`src/rtl/mem_port_ctrl.sv`:
```
// -----------------------------------------------------------------------------
// mem_port_ctrl
//
// Bridges a valid/ready request stream onto a single fixed-latency memory port
// and returns read data, in request order, through a small response FIFO.
// Writes are fire-and-forget. Reads are tracked by a READ_LATENCY-deep valid
// shift register. When a read's bit leaves the register, the memory data is
// pushed into the FIFO on that edge. Read credit is counted as queued
// responses plus reads still in flight, so the FIFO can never overflow.
//
// Optional feature: define MEM_PORT_BOUNDS_CHECK_EN to enable an address range
// check. A request at or above ADDR_LIMIT is still accepted, but it never
// reaches the memory port. It sets the sticky err flag. If it is a read, it
// returns 32'hDEAD_BEEF in order. Without the macro, every address goes
// through and err is tied to 0.
//
// Ports
//   clock      : clock; all state updates on its rising edge
//   rst        : synchronous, active-high reset
//   req_valid  : request present
//   req_ready  : request accepted this cycle when req_valid is high
//   req_we     : 1 = write, 0 = read
//   req_addr   : word address
//   req_wdata  : write data
//   rsp_valid  : read response available (FIFO not empty)
//   rsp_ready  : consumer takes the head response
//   rsp_rdata  : head response data
//   mem_en     : memory port enable
//   mem_we     : memory port write enable
//   mem_addr   : memory port address
//   mem_din    : memory port write data
//   mem_dout   : memory port read data, valid READ_LATENCY cycles after address
//   err        : sticky out-of-range flag
// -----------------------------------------------------------------------------
module mem_port_ctrl #(
  parameter int          READ_LATENCY = 2,
  parameter int          RSP_DEPTH    = 4,
  parameter logic [31:0] ADDR_LIMIT   = 32'h0000_4000
) (
  input  logic        clock,
  input  logic        rst,
  input  logic        req_valid,
  output logic        req_ready,
  input  logic        req_we,
  input  logic [31:0] req_addr,
  input  logic [31:0] req_wdata,
  output logic        rsp_valid,
  input  logic        rsp_ready,
  output logic [31:0] rsp_rdata,
  output logic        mem_en,
  output logic        mem_we,
  output logic [31:0] mem_addr,
  output logic [31:0] mem_din,
  input  logic [31:0] mem_dout,
  output logic        err
);

  localparam int          PW      = $clog2(RSP_DEPTH);
  localparam int          CW      = PW + 1;
  localparam logic [CW:0] DEPTH_V = (CW + 1)'(RSP_DEPTH);

  logic [READ_LATENCY-1:0] vld_q;
  logic [31:0]             fifo_mem [RSP_DEPTH];
  logic [PW-1:0]           wr_ptr_q;
  logic [PW-1:0]           rd_ptr_q;
  logic [CW-1:0]           count_q;
  logic [CW:0]             inflight;
  logic [CW:0]             used;
  logic                    fire;
  logic                    fire_rd;
  logic                    oob;
  logic                    push;
  logic                    pop;
  logic [31:0]             push_data;

  // Count the reads still in the latency pipe. They already own FIFO slots.
  // NOTE: every variable written in always_comb gets a default first, so no
  // path can leave it unassigned and infer a latch.
  always_comb begin
    inflight = '0;
    for (int i = 0; i < READ_LATENCY; i++) begin
      inflight = inflight + (CW + 1)'(vld_q[i]);
    end
  end

  assign used      = {1'b0, count_q} + inflight;
  assign req_ready = !rst && (req_we || (used < DEPTH_V));
  assign fire      = req_valid && req_ready;
  assign fire_rd   = fire && !req_we;

  assign mem_en    = fire && !oob;
  assign mem_we    = fire && req_we && !oob;
  assign mem_addr  = req_addr;
  assign mem_din   = req_wdata;

  assign push      = vld_q[READ_LATENCY-1];
  assign rsp_valid = !rst && (count_q != '0);
  assign pop       = rsp_valid && rsp_ready;
  assign rsp_rdata = fifo_mem[rd_ptr_q];

`ifdef MEM_PORT_BOUNDS_CHECK_EN
  // Out-of-range reads follow their own flag through the pipe. The poison
  // value then replaces the memory data at the same push slot, which keeps
  // the responses in order.
  logic [READ_LATENCY-1:0] oob_q;
  logic                    err_q;

  assign oob       = req_addr >= ADDR_LIMIT;
  assign push_data = oob_q[READ_LATENCY-1] ? 32'hDEAD_BEEF : mem_dout;
  assign err       = err_q && !rst;

  always_ff @(posedge clock) begin
    if (rst) begin
      oob_q <= '0;
      err_q <= 1'b0;
    end else begin
      oob_q[0] <= fire_rd && oob;
      for (int i = 1; i < READ_LATENCY; i++) begin
        oob_q[i] <= oob_q[i-1];
      end
      err_q <= err_q || (fire && oob);
    end
  end
`else
  assign oob       = 1'b0;
  assign push_data = mem_dout;
  assign err       = 1'b0;
`endif

  // NOTE: sequential state uses non-blocking assignments only, so every
  // register samples the pre-edge values of its neighbours.
  always_ff @(posedge clock) begin
    if (rst) begin
      vld_q    <= '0;
      wr_ptr_q <= '0;
      rd_ptr_q <= '0;
      count_q  <= '0;
    end else begin
      vld_q[0] <= fire_rd;
      for (int i = 1; i < READ_LATENCY; i++) begin
        vld_q[i] <= vld_q[i-1];
      end
      // Pointers are PW bits wide and RSP_DEPTH is a power of two, so they
      // wrap on their own.
      if (push) wr_ptr_q <= wr_ptr_q + 1'b1;
      if (pop)  rd_ptr_q <= rd_ptr_q + 1'b1;
      case ({push, pop})
        2'b10:   count_q <= count_q + 1'b1;
        2'b01:   count_q <= count_q - 1'b1;
        default: count_q <= count_q;
      endcase
    end
  end

  // NOTE: FIFO storage is deliberately not reset. Only the pointers and the
  // count define which entries are live, and this keeps the array mappable
  // to RAM.
  always_ff @(posedge clock) begin
    if (push && !rst) fifo_mem[wr_ptr_q] <= push_data;
  end

endmodule

```
`config.mk`:
```
export PLATFORM = sky130hd
export DESIGN_NAME = mem_port_ctrl
export DESIGN_NICKNAME = d
export VERILOG_FILES = /design/src/rtl/mem_port_ctrl.sv
export SDC_FILE = /design/constraint.sdc
export NUM_CORES = 1
export LEC_CHECK = 0
export CAP_MARGIN = 25
export CORE_ASPECT_RATIO = 0.75
export CORE_MARGIN = 2
export CORE_UTILIZATION = 30
export DETAILED_ROUTE_END_ITERATION = 8
export DONT_BUFFER_PORTS = 1
export PLACE_DENSITY = 0.49
export SYNTH_ARGS = -nofsm -noshare
export SYNTH_HDL_FRONTEND = slang
export SYNTH_SLANG_ARGS = --single-unit
```
`constraint.sdc`:
```
create_clock -name clock -period 2.4 [get_ports clock]
set_clock_uncertainty 0.15 [all_clocks]
set_input_delay 0.48 -clock clock [delete_from_list [all_inputs] [get_ports clock]]
set_output_delay 0.48 -clock clock [all_outputs]
set_load 0.005 [all_outputs]
```
Yosys cells after proc, flatten, opt, wreduce, memory -nomap -nowiden
Memory sizes are Yosys's and may differ from the RTL's. A register that Yosys moved wholly into a read port is not among the register bits.
Cells that the tools add are included.
{"block": "word_totals", "regBits": 9, "latch_bits": 0, "mem_bits_rw": 128, "mem_bits_ro": 0, "word_cells": 31, "mem_count": 1}
{"memory": "fifo_mem", "depth": 4, "width": 32, "rd": 1, "rd_ports_with_merged_regs": 1, "wr": 1, "line": "63", "text": "logic [31:0] fifo_mem [RSP_DEPTH];"}
{"block": "op_classes", "add_sub_neg": 6, "multipliers": 0, "n_div": 0, "n_lt_le_gt_ge": 1, "eq_ne": 2, "shift": 0, "n_mux": 5, "n_bitwise": 0, "reduce_logical": 12}
{"op": "$logic_and 1x1->1", "count": 7}
{"op": "$pmux 3 s2", "count": 1}
{"op": "$add 2x1->2 const B", "count": 2}
{"op": "$add 3x2->4", "count": 1}
{"op": "$lt 4x3->1 const B", "count": 1}
{"op": "$mux 2", "count": 2}
{"op": "$add 3x1->3 const B", "count": 1}
{"op": "$reduce_bool 3->1", "count": 1}
{"op": "$sub 3x1->3 const B", "count": 1}
{"op": "$add 1x1->2", "count": 1}
{"op": "$eq 2x1->1 const B", "count": 1}
{"op": "$eq 2x2->1 const B", "count": 1}
{"op": "$logic_not 1->1", "count": 2}
{"op": "$mux 1", "count": 2}
{"op": "$reduce_bool 2->1", "count": 1}
{"op": "$logic_or 1x1->1", "count": 1}

Longest topological paths before layout
Gate-level depths: netlist of run 1.
{"block": "depth", "ltp_word": 7, "depth_mapped": 8, "mapped_depth_nobuf": 8}

Least setup slack after synthesis of run 1
No wires, ideal clock.
{"block": "synth_timing", "kind": "input port to flip-flop", "startpoint": "input port rst", "endpoint": "register count_q[2]", "setup_time_ns": 0.070, "arrival_ns": 2.117, "required_time_ns": 2.180, "slack_ns": 0.063, "path_stages": 8, "path_cell_list": "buf_2 nor3b_2 ha_1 inv_1 fa_1 xor2_1 or3_1 a21oi_1"}
{"block": "synth_between", "elab_chain_len": 5, "word_cells_on_any_way": 7, "cone_classes": "eq/ne: 2; mux: 1; reduce/logical: 4"}
{"item": "start, declared", "line": "41", "text": "input logic rst,"}
{"item": "$logic_not 1->1", "line": "97", "text": "assign rsp_valid = !rst && (count_q != '0);"}
{"item": "$logic_and 1x1->1", "line": "97"}
{"item": "$logic_and 1x1->1", "line": "98", "text": "assign pop = rsp_valid && rsp_ready;"}
{"item": "$eq 2x1->1 or $eq 2x2->1 (tied branches)", "line": "147", "text": "case ({push, pop})"}
{"item": "$pmux 3 s2 or $reduce_bool 2->1 (tied branches)"}
{"item": "end signal, assigned", "line": "148", "text": "2'b10: count_q <= count_q + 1'b1;"}
{"item": "end signal, assigned", "line": "149", "text": "2'b01: count_q <= count_q - 1'b1;"}
{"item": "end signal, assigned", "line": "150", "text": "default: count_q <= count_q;"}
{"item": "end, declared", "line": "66", "text": "logic [CW-1:0] count_q;"}
Parallel ways exist; a longest one is shown, timed or not.
A chain may end at the register's enable or synchronous reset.

Worst setup path in the final report of run 1
{"block": "layout_timing", "startpoint": "register count_q[0]", "endpoint": "output port req_ready"}
{"block": "layout_between", "elab_chain_len": 4}
{"item": "$add 3x2->4", "line": "86", "text": "assign used = {1'b0, count_q} + inflight;"}
{"item": "$lt 4x3->1", "line": "87", "text": "assign req_ready = !rst && (req_we || (used < DEPTH_V));"}
{"item": "$logic_or 1x1->1", "line": "87"}
{"item": "$logic_and 1x1->1", "line": "87"}
{"item": "end, declared", "line": "43", "text": "output logic req_ready,"}
No other way between the ends.

==> metrics, run 1 <==
aggregate negative setup slack 0 ns; worst setup path startpoint count_q[0]$_SDFFE_PP0P_; HPWL after DPL 5980 µm; Top delay family on crit path compound AO/OA/AOI/OAI gates; row cnt 43; GP Congestion 0.630; Hold WC Path Type input pin to flop; final core utilization 35.1%; port buffer count 0; Crit. End Element output port; Clock Latency Late Sink a little over 0.4 ns; fmax 0.446 GHz; Tmin final 2.24 ns; Sink Count 139; crit path max-delay cell type dfxtp_1; drt drc 0; cell count of the worst reg-to-reg path 8; Distinct cells, synth 31; drt via density 4.46; First DRT Iteration DRCs 121; Final Cycle Share 93.5%; postcts setup bufs 0; largest net degree at the start of global routing 33; Pint between 4 and 5 mW; r2r endpoint count_q[2]$_SDFFE_PP0P_; Reg area 4070 µm²; Starting Density between 30% and 40%; fin nets 389; CP Cell Sequence ha_1 > a21o_1 > a21oi_2 > o21a_1; Total Power about 5.5 mW; multi-input logic area 1060 µm²; sw power 1.04 mW; CP max stage delay 0.40 ns; CTS tree yes; placed inst area 5600 µm²; crit path buf inv count 0; WP data required 1.77 ns; Fin. Hold Viols 0; sequential share of power 48.4%; detailed-router iteration count before antenna repair 4; Final Cell Area roughly 6500 µm²; share of total power in combinational logic 3.1%; number of global-route vias before repair 2492; Clock power frac 48.6%; final std cells w/o fill 540; XOR/XNOR share of the synthesized area less than 1%; layout cell share with drive strength beyond 1 24.9%; startpoint types flop; sequential cell area fraction in the yosys report between 70 and 80%; die width between 150 and 200 µm; maxcap violations 0; Hold Crit Start rst; Diodes inserted 0; GR Overflow Total 0; H-tree levels 4; GR Util All Layers 10.5%; Slew Limit Fails 0; area fraction in compound gates after synthesis 0.874%; Placed Cells 476; Layout area overhead 14.2%; crit path DAT 1.61 ns; worst hold slack 0.0956 ns; Leak roughly 2.1 nW; combinational family with the most area after synthesis multiplexers; Adder-Cell Fraction of Synth Area 1.66%; crit path kind flop to output port; crit-path max FO 4; Simple-Gate Fraction of Synth Area 2.14%; CTS buffer count 17; die area ~20000 µm²; # IOs 202; die height 124 µm; Final setup viols 0; Switching Fraction a little under a fifth; Syn Area/Cell 19.4 µm²; synthesized cell area 5730 µm²; # fillers about 1800; crit path to req_ready; RSZ-0062 raised after global routing no; first-pass GRT wire length 14900 µm; Setup WS pre-CTS approximately 0.24 ns; R2R setup slack 0.20 ns; Seq cells post-synth 139; clock-pin transition on the worst setup and hold timing paths 0.06 ns; power per cell area 842 nW/µm²; Final WS setup around 0.16 ns; Post-Syn Nets 403; initial antenna violation count 0; Clock Tree Root clkbuf_16; peak supply drop 325 µV; critical path depth in cells 4; launch point of the worst reg-to-reg path count_q[0]$_SDFFE_PP0P_; Ys Warns 0; multiplexer share of the synthesized area 13.2%; Synth Instances between 200 and 300; core area 18600 µm²; WL/cell between 15 and 20 µm; CTS Buffer Depth 2; status finished clean; final wirelength 10200 µm; via count 2407; Detail Route Antenna Nets 0
## layer usage
| metal | track usage, % | share of wire [%] |
|---|---|---|
| met1 | 11.9 | 41 |
| met4 | 7.29 | 3.9 |
| met3 | 4.20 | 7.6 |
| met5 | 0 | 0 |
| met2 | 16.4 | 47 |
## worst min path at each step
stage                                     end  slack, ns  cells past startpoint
final                                    flop        0.1                      2
after CTS                                flop       0.07                      2
after detailed placement  vld_q[1]$_SDFF_PP0_       0.31                      1
after global placement    vld_q[1]$_SDFF_PP0_       0.32                      1
after global routing                     flop        0.1                      2
after floorplan           vld_q[1]$_SDFF_PP0_       0.29                      1
## logic make-up after synthesis
logic type | after synthesis
flops | 139
other cells | 1
fa+ha+maj | 7
buf+inv | 81
mux | 35
simple gates | 21
xor+xnor | 3
compound gates | 8
## layout by cell type, fill, tap and decap left out, types with 2 or more instances in the layout
| cell | instances |
|---|---|
| edfxtp_1 | 128 |
| dlygate4sd3_1 | 33 |
| mux4_2 | 30 |
| clkbuf_16 | 17 |
| dfxtp_1 | 9 |
| inv_1 | 7 |
| nor2_1 | 6 |
| ha_1 | 6 |
| buf_12 | 6 |
| and3_2 | 4 |
| clkinv_1 | 4 |
| bufinv_16 | 4 |
| nand2_1 | 3 |
| mux2i_1 | 3 |
| clkinv_4 | 3 |
| o21a_1 | 2 |
| nor2b_1 | 2 |
| mux4_1 | 2 |
| a21oi_1 | 2 |
| xor2_1 | 2 |
| dfxtp_2 | 2 |
## cell type report
class | instances | share of cell area (%)
multi-input combinational | 75 | 16.3
clock inverter | 13 | 2.68
tap | 247 | 4.73
sequential | 139 | 62.2
inverter | 7 | 0.402
clock buffer | 18 | 6.56
timing repair buffer | 41 | 7.17
## flip-flops by register name, summed over array words and instances, names as in the netlist, named ones only
| signal | cells |
|---|---|
| fifo_mem | 128 |
| wr_ptr_q | 2 |
| vld_q | 2 |
| rd_ptr_q | 2 |
| count_q | 3 |
## cell usage after synthesis
cell | count | area [µm²]
mux2i_1 | 3 | 30.0
o211ai_1 | 1 | 7.51
a21o_1 | 1 | 7.51
buf_4 | 65 | 488
and3b_1 | 1 | 8.76
nor3_2 | 1 | 10.0
o21a_1 | 2 | 15.0
edfxtp_1 | 128 | 3840
nor2_1 | 6 | 22.5
xor2_1 | 2 | 17.5
o21ai_0 | 1 | 5.00
or3_1 | 1 | 6.26
and2_1 | 1 | 6.26
dfxtp_1 | 11 | 220
clkbuf_1 | 1 | 3.75
conb_1 | 1 | 3.75
nor3b_2 | 1 | 12.5
buf_12 | 3 | 60.1
inv_1 | 7 | 26.3
nand2_1 | 3 | 11.3
and3_1 | 4 | 25.0
fa_1 | 1 | 20.0
buf_6 | 1 | 11.3
or4_1 | 1 | 7.51
ha_1 | 6 | 75.1
nor2b_1 | 2 | 12.5
buf_2 | 4 | 20.0
xnor2_1 | 1 | 8.76
mux4_2 | 30 | 676
mux4_1 | 2 | 52.6
a21oi_1 | 3 | 15.0
## repair_timing
item	in CTS	in global routing
hold buffers	33	0
resized for setup	0	2
endpoints found under the setup margin	0	3
hold endpoints to repair	134	0
## power groups by stage
stage	combinational, mW	sequential [mW]	clock (mW)
2_1_floorplan	0.182	2.71	0
3_3_place_gp	0.106	2.71	0
3_5_place_dp	0.106	2.71	0
4_1_cts	0.173	2.66	2.76
5_1_grt	0.186	2.66	2.85
6_report	0.168	2.66	2.67
Power figures use the tool's default switching activity.
==> run 2: changes to the inputs <==
CORE_ASPECT_RATIO = 0.9   (was 0.75)
GPL_ROUTABILITY_DRIVEN = 0   (was unset)
REMOVE_ABC_BUFFERS = 1   (was unset)
==> run 2 against run 1 <==
Register-to-register slack about the same. Highest routed layer is now met5. Worst hold slack improved by 0.015 ns. Critical endpoint is now rsp_rdata[14]. Global-route usage grew 4.6 points. Sequential power barely moved. Largest power group is now registers. Sequential share of layout area is 0.091 points higher. Clock power decreased by 4%. Non-clock buffer count unchanged. Via count is 7.3% higher. Critical path depth down 2. Flip-flop and latch count did not move.
==> metrics, run 2 (same netlist as run 1, synthesis figures left out) <==
Detail Route Antenna Nets 0; hold path depth 1; grt met1 use between 10% and 20%; power per cell area 827 nW/µm²; commonest non-fill, non-tap cell in the layout edfxtp_1; # fillers approximately 1800; H-tree levels 4; crit path buf inv count 1; Layout area overhead 14.0%; WL/cell 27.2 µm; maxcap violations 0; crit path max-delay cell type mux4_1; HPWL after DPL approximately 9100 µm; WP data required 1.77 ns; port buffer count 0; CTS buffer count 17; row cnt 47; Switching Fraction a little under a fifth; largest net degree at the start of global routing 33; r2r endpoint count_q[2]$_SDFFE_PP0P_; GR Overflow Total 0; R2R setup slack roughly 0.20 ns; most frequent cells in the layout edfxtp_1 (128), dlygate4sd3_1 (33), mux4_2 (30), clkbuf_16 (18), dfxtp_1 (8); core area 18600 µm²; launch point of the worst reg-to-reg path count_q[1]$_SDFFE_PP0P_; Reg area about 4100 µm²; number of global-route vias before repair 2743; Final WS setup 0.135 ns; Sink Count ~140; cell count of the worst reg-to-reg path 8; placed inst area 5590 µm²; clock-pin transition on the worst setup and hold timing paths 0.06 ns; crit path kind flop to output port; GR Util All Layers 15.1%; fmax 0.442 GHz; detailed-router iteration count before antenna repair 7; Clock Latency Late Sink 0.41 ns; final wirelength 14700 µm; Final Cycle Share 94.4%; CP max stage delay approximately 0.62 ns; layout cell share with drive strength beyond 1 25.9%; sequential share of power 49.3%; Clock power frac 47.5%; Setup WS pre-CTS 0.210 ns; crit path DAT 1.63 ns; CP Cell Sequence buf_12 > mux4_1; Hold WC Path Type input pin to flop; met3 global-route usage 15.6%; CTS tree yes; fin nets 389; drt via density 4.79; status finished clean; multi-input logic area 1060 µm²; Tmin final 2.26 ns; Starting Density 30.8%; Hold Crit Start req_we; startpoint types flop; sw power 1.04 mW; Top delay family on crit path multiplexers; Leak just over 2 nW; Clock Tree Root clkbuf_16; peak supply drop 420 µV; First DRT Iteration DRCs 235; RSZ-0062 raised after global routing no; Diodes inserted 0; die area slightly above 20000 µm²; # IOs 202; Pint 4.37 mW; die height 135 µm; max FFs per register 128; Biggest register fifo_mem; Final setup viols 0; Crit. End Element output port; drt drc 0; GR peak layer met2; Fin. Hold Viols 0; top flop regs fifo_mem: 128 flops, count_q: 3 flops; via count 2583; first-pass GRT wire length 20500 µm; crit-path max FO 16; CTS Buffer Depth 2; die width 150 µm; share of total power in combinational logic about 3.2%; initial antenna violation count 0; postcts setup bufs 0; Final Cell Area 6530 µm²; met2 GRT Util a little under 20%; Total Power 5.40 mW; Slew Limit Fails 0; WHS Endpoint vld_q[0]$_SDFF_PP0_
-- run 2: changes by cell type in the layout (fill, tap and decap cells not counted), sizes merged --
cell      delta
clkinv       -2
clkinvlp     +4
bufinv       -1
clkbuf       +2
inv          -1
buf          -1
-- run 2: cell type report --
class / instances / share of cell area (%)
clock buffers: 19 / 6.63
clock inverters: 13 / 2.32
inverters: 7 / 0.402
multi-input cells: 75 / 16.3
flip-flops and latches: 139 / 62.3
well taps: 245 / 4.69
repair buffers: 41 / 7.39
-- run 2: routing by layer --
layer,part of all wire (%),vias to the layer above
met3,20,17
met4,0.98,6
met2,41,198
li1,-,1043
met1,37,1319
met5,1.2,-
-- run 2: power groups by stage --
stage / registers, mW / logic (mW) / clock network (mW)
after CTS: 2.66 / 0.172 / 2.65
after detailed placement: 2.72 / 0.106 / 0
after floorplan: 2.72 / 0.0658 / 0
after global placement: 2.71 / 0.104 / 0
final: 2.66 / 0.173 / 2.57
after global routing: 2.66 / 0.191 / 2.75
-- run 2: how the worst max path moves through the flow --
stage	cells after the start	slack [ns]	endpoint
2_1_floorplan	1	-0.37	rsp_rdata[14]
3_3_place_gp	7	0.31	count_q[2]$_SDFFE_PP0P_
3_5_place_dp	8	0.21	count_q[2]$_SDFFE_PP0P_
4_1_cts	2	0.03	rsp_rdata[29]
5_1_grt	8	0.03	count_q[2]$_SDFFE_PP0P_
6_report	2	0.14	rsp_rdata[14]
-- run 2: per-stage QoR --
stage | utilization, % | instances | hold WS [ns] | TNS, ns
2_1_floorplan | - | 221 | 0.295 | -10.09
3_3_place_gp | 30.1 | 473 | 0.317 | 0
3_5_place_dp | 30.1 | 473 | 0.309 | 0
4_1_cts | 35.0 | 538 | 0.0846 | 0
5_1_grt | 35.2 | 539 | 0.0774 | 0
6_report | 35.2 | 539 | 0.110 | 0
-- run 2: what timing repair did --
action | CTS | global route
gates resized for setup | 0 | 2
endpoints found under the hold margin | 134 | 0
endpoints found under the setup margin | 0 | 5
hold buffers | 33 | 0
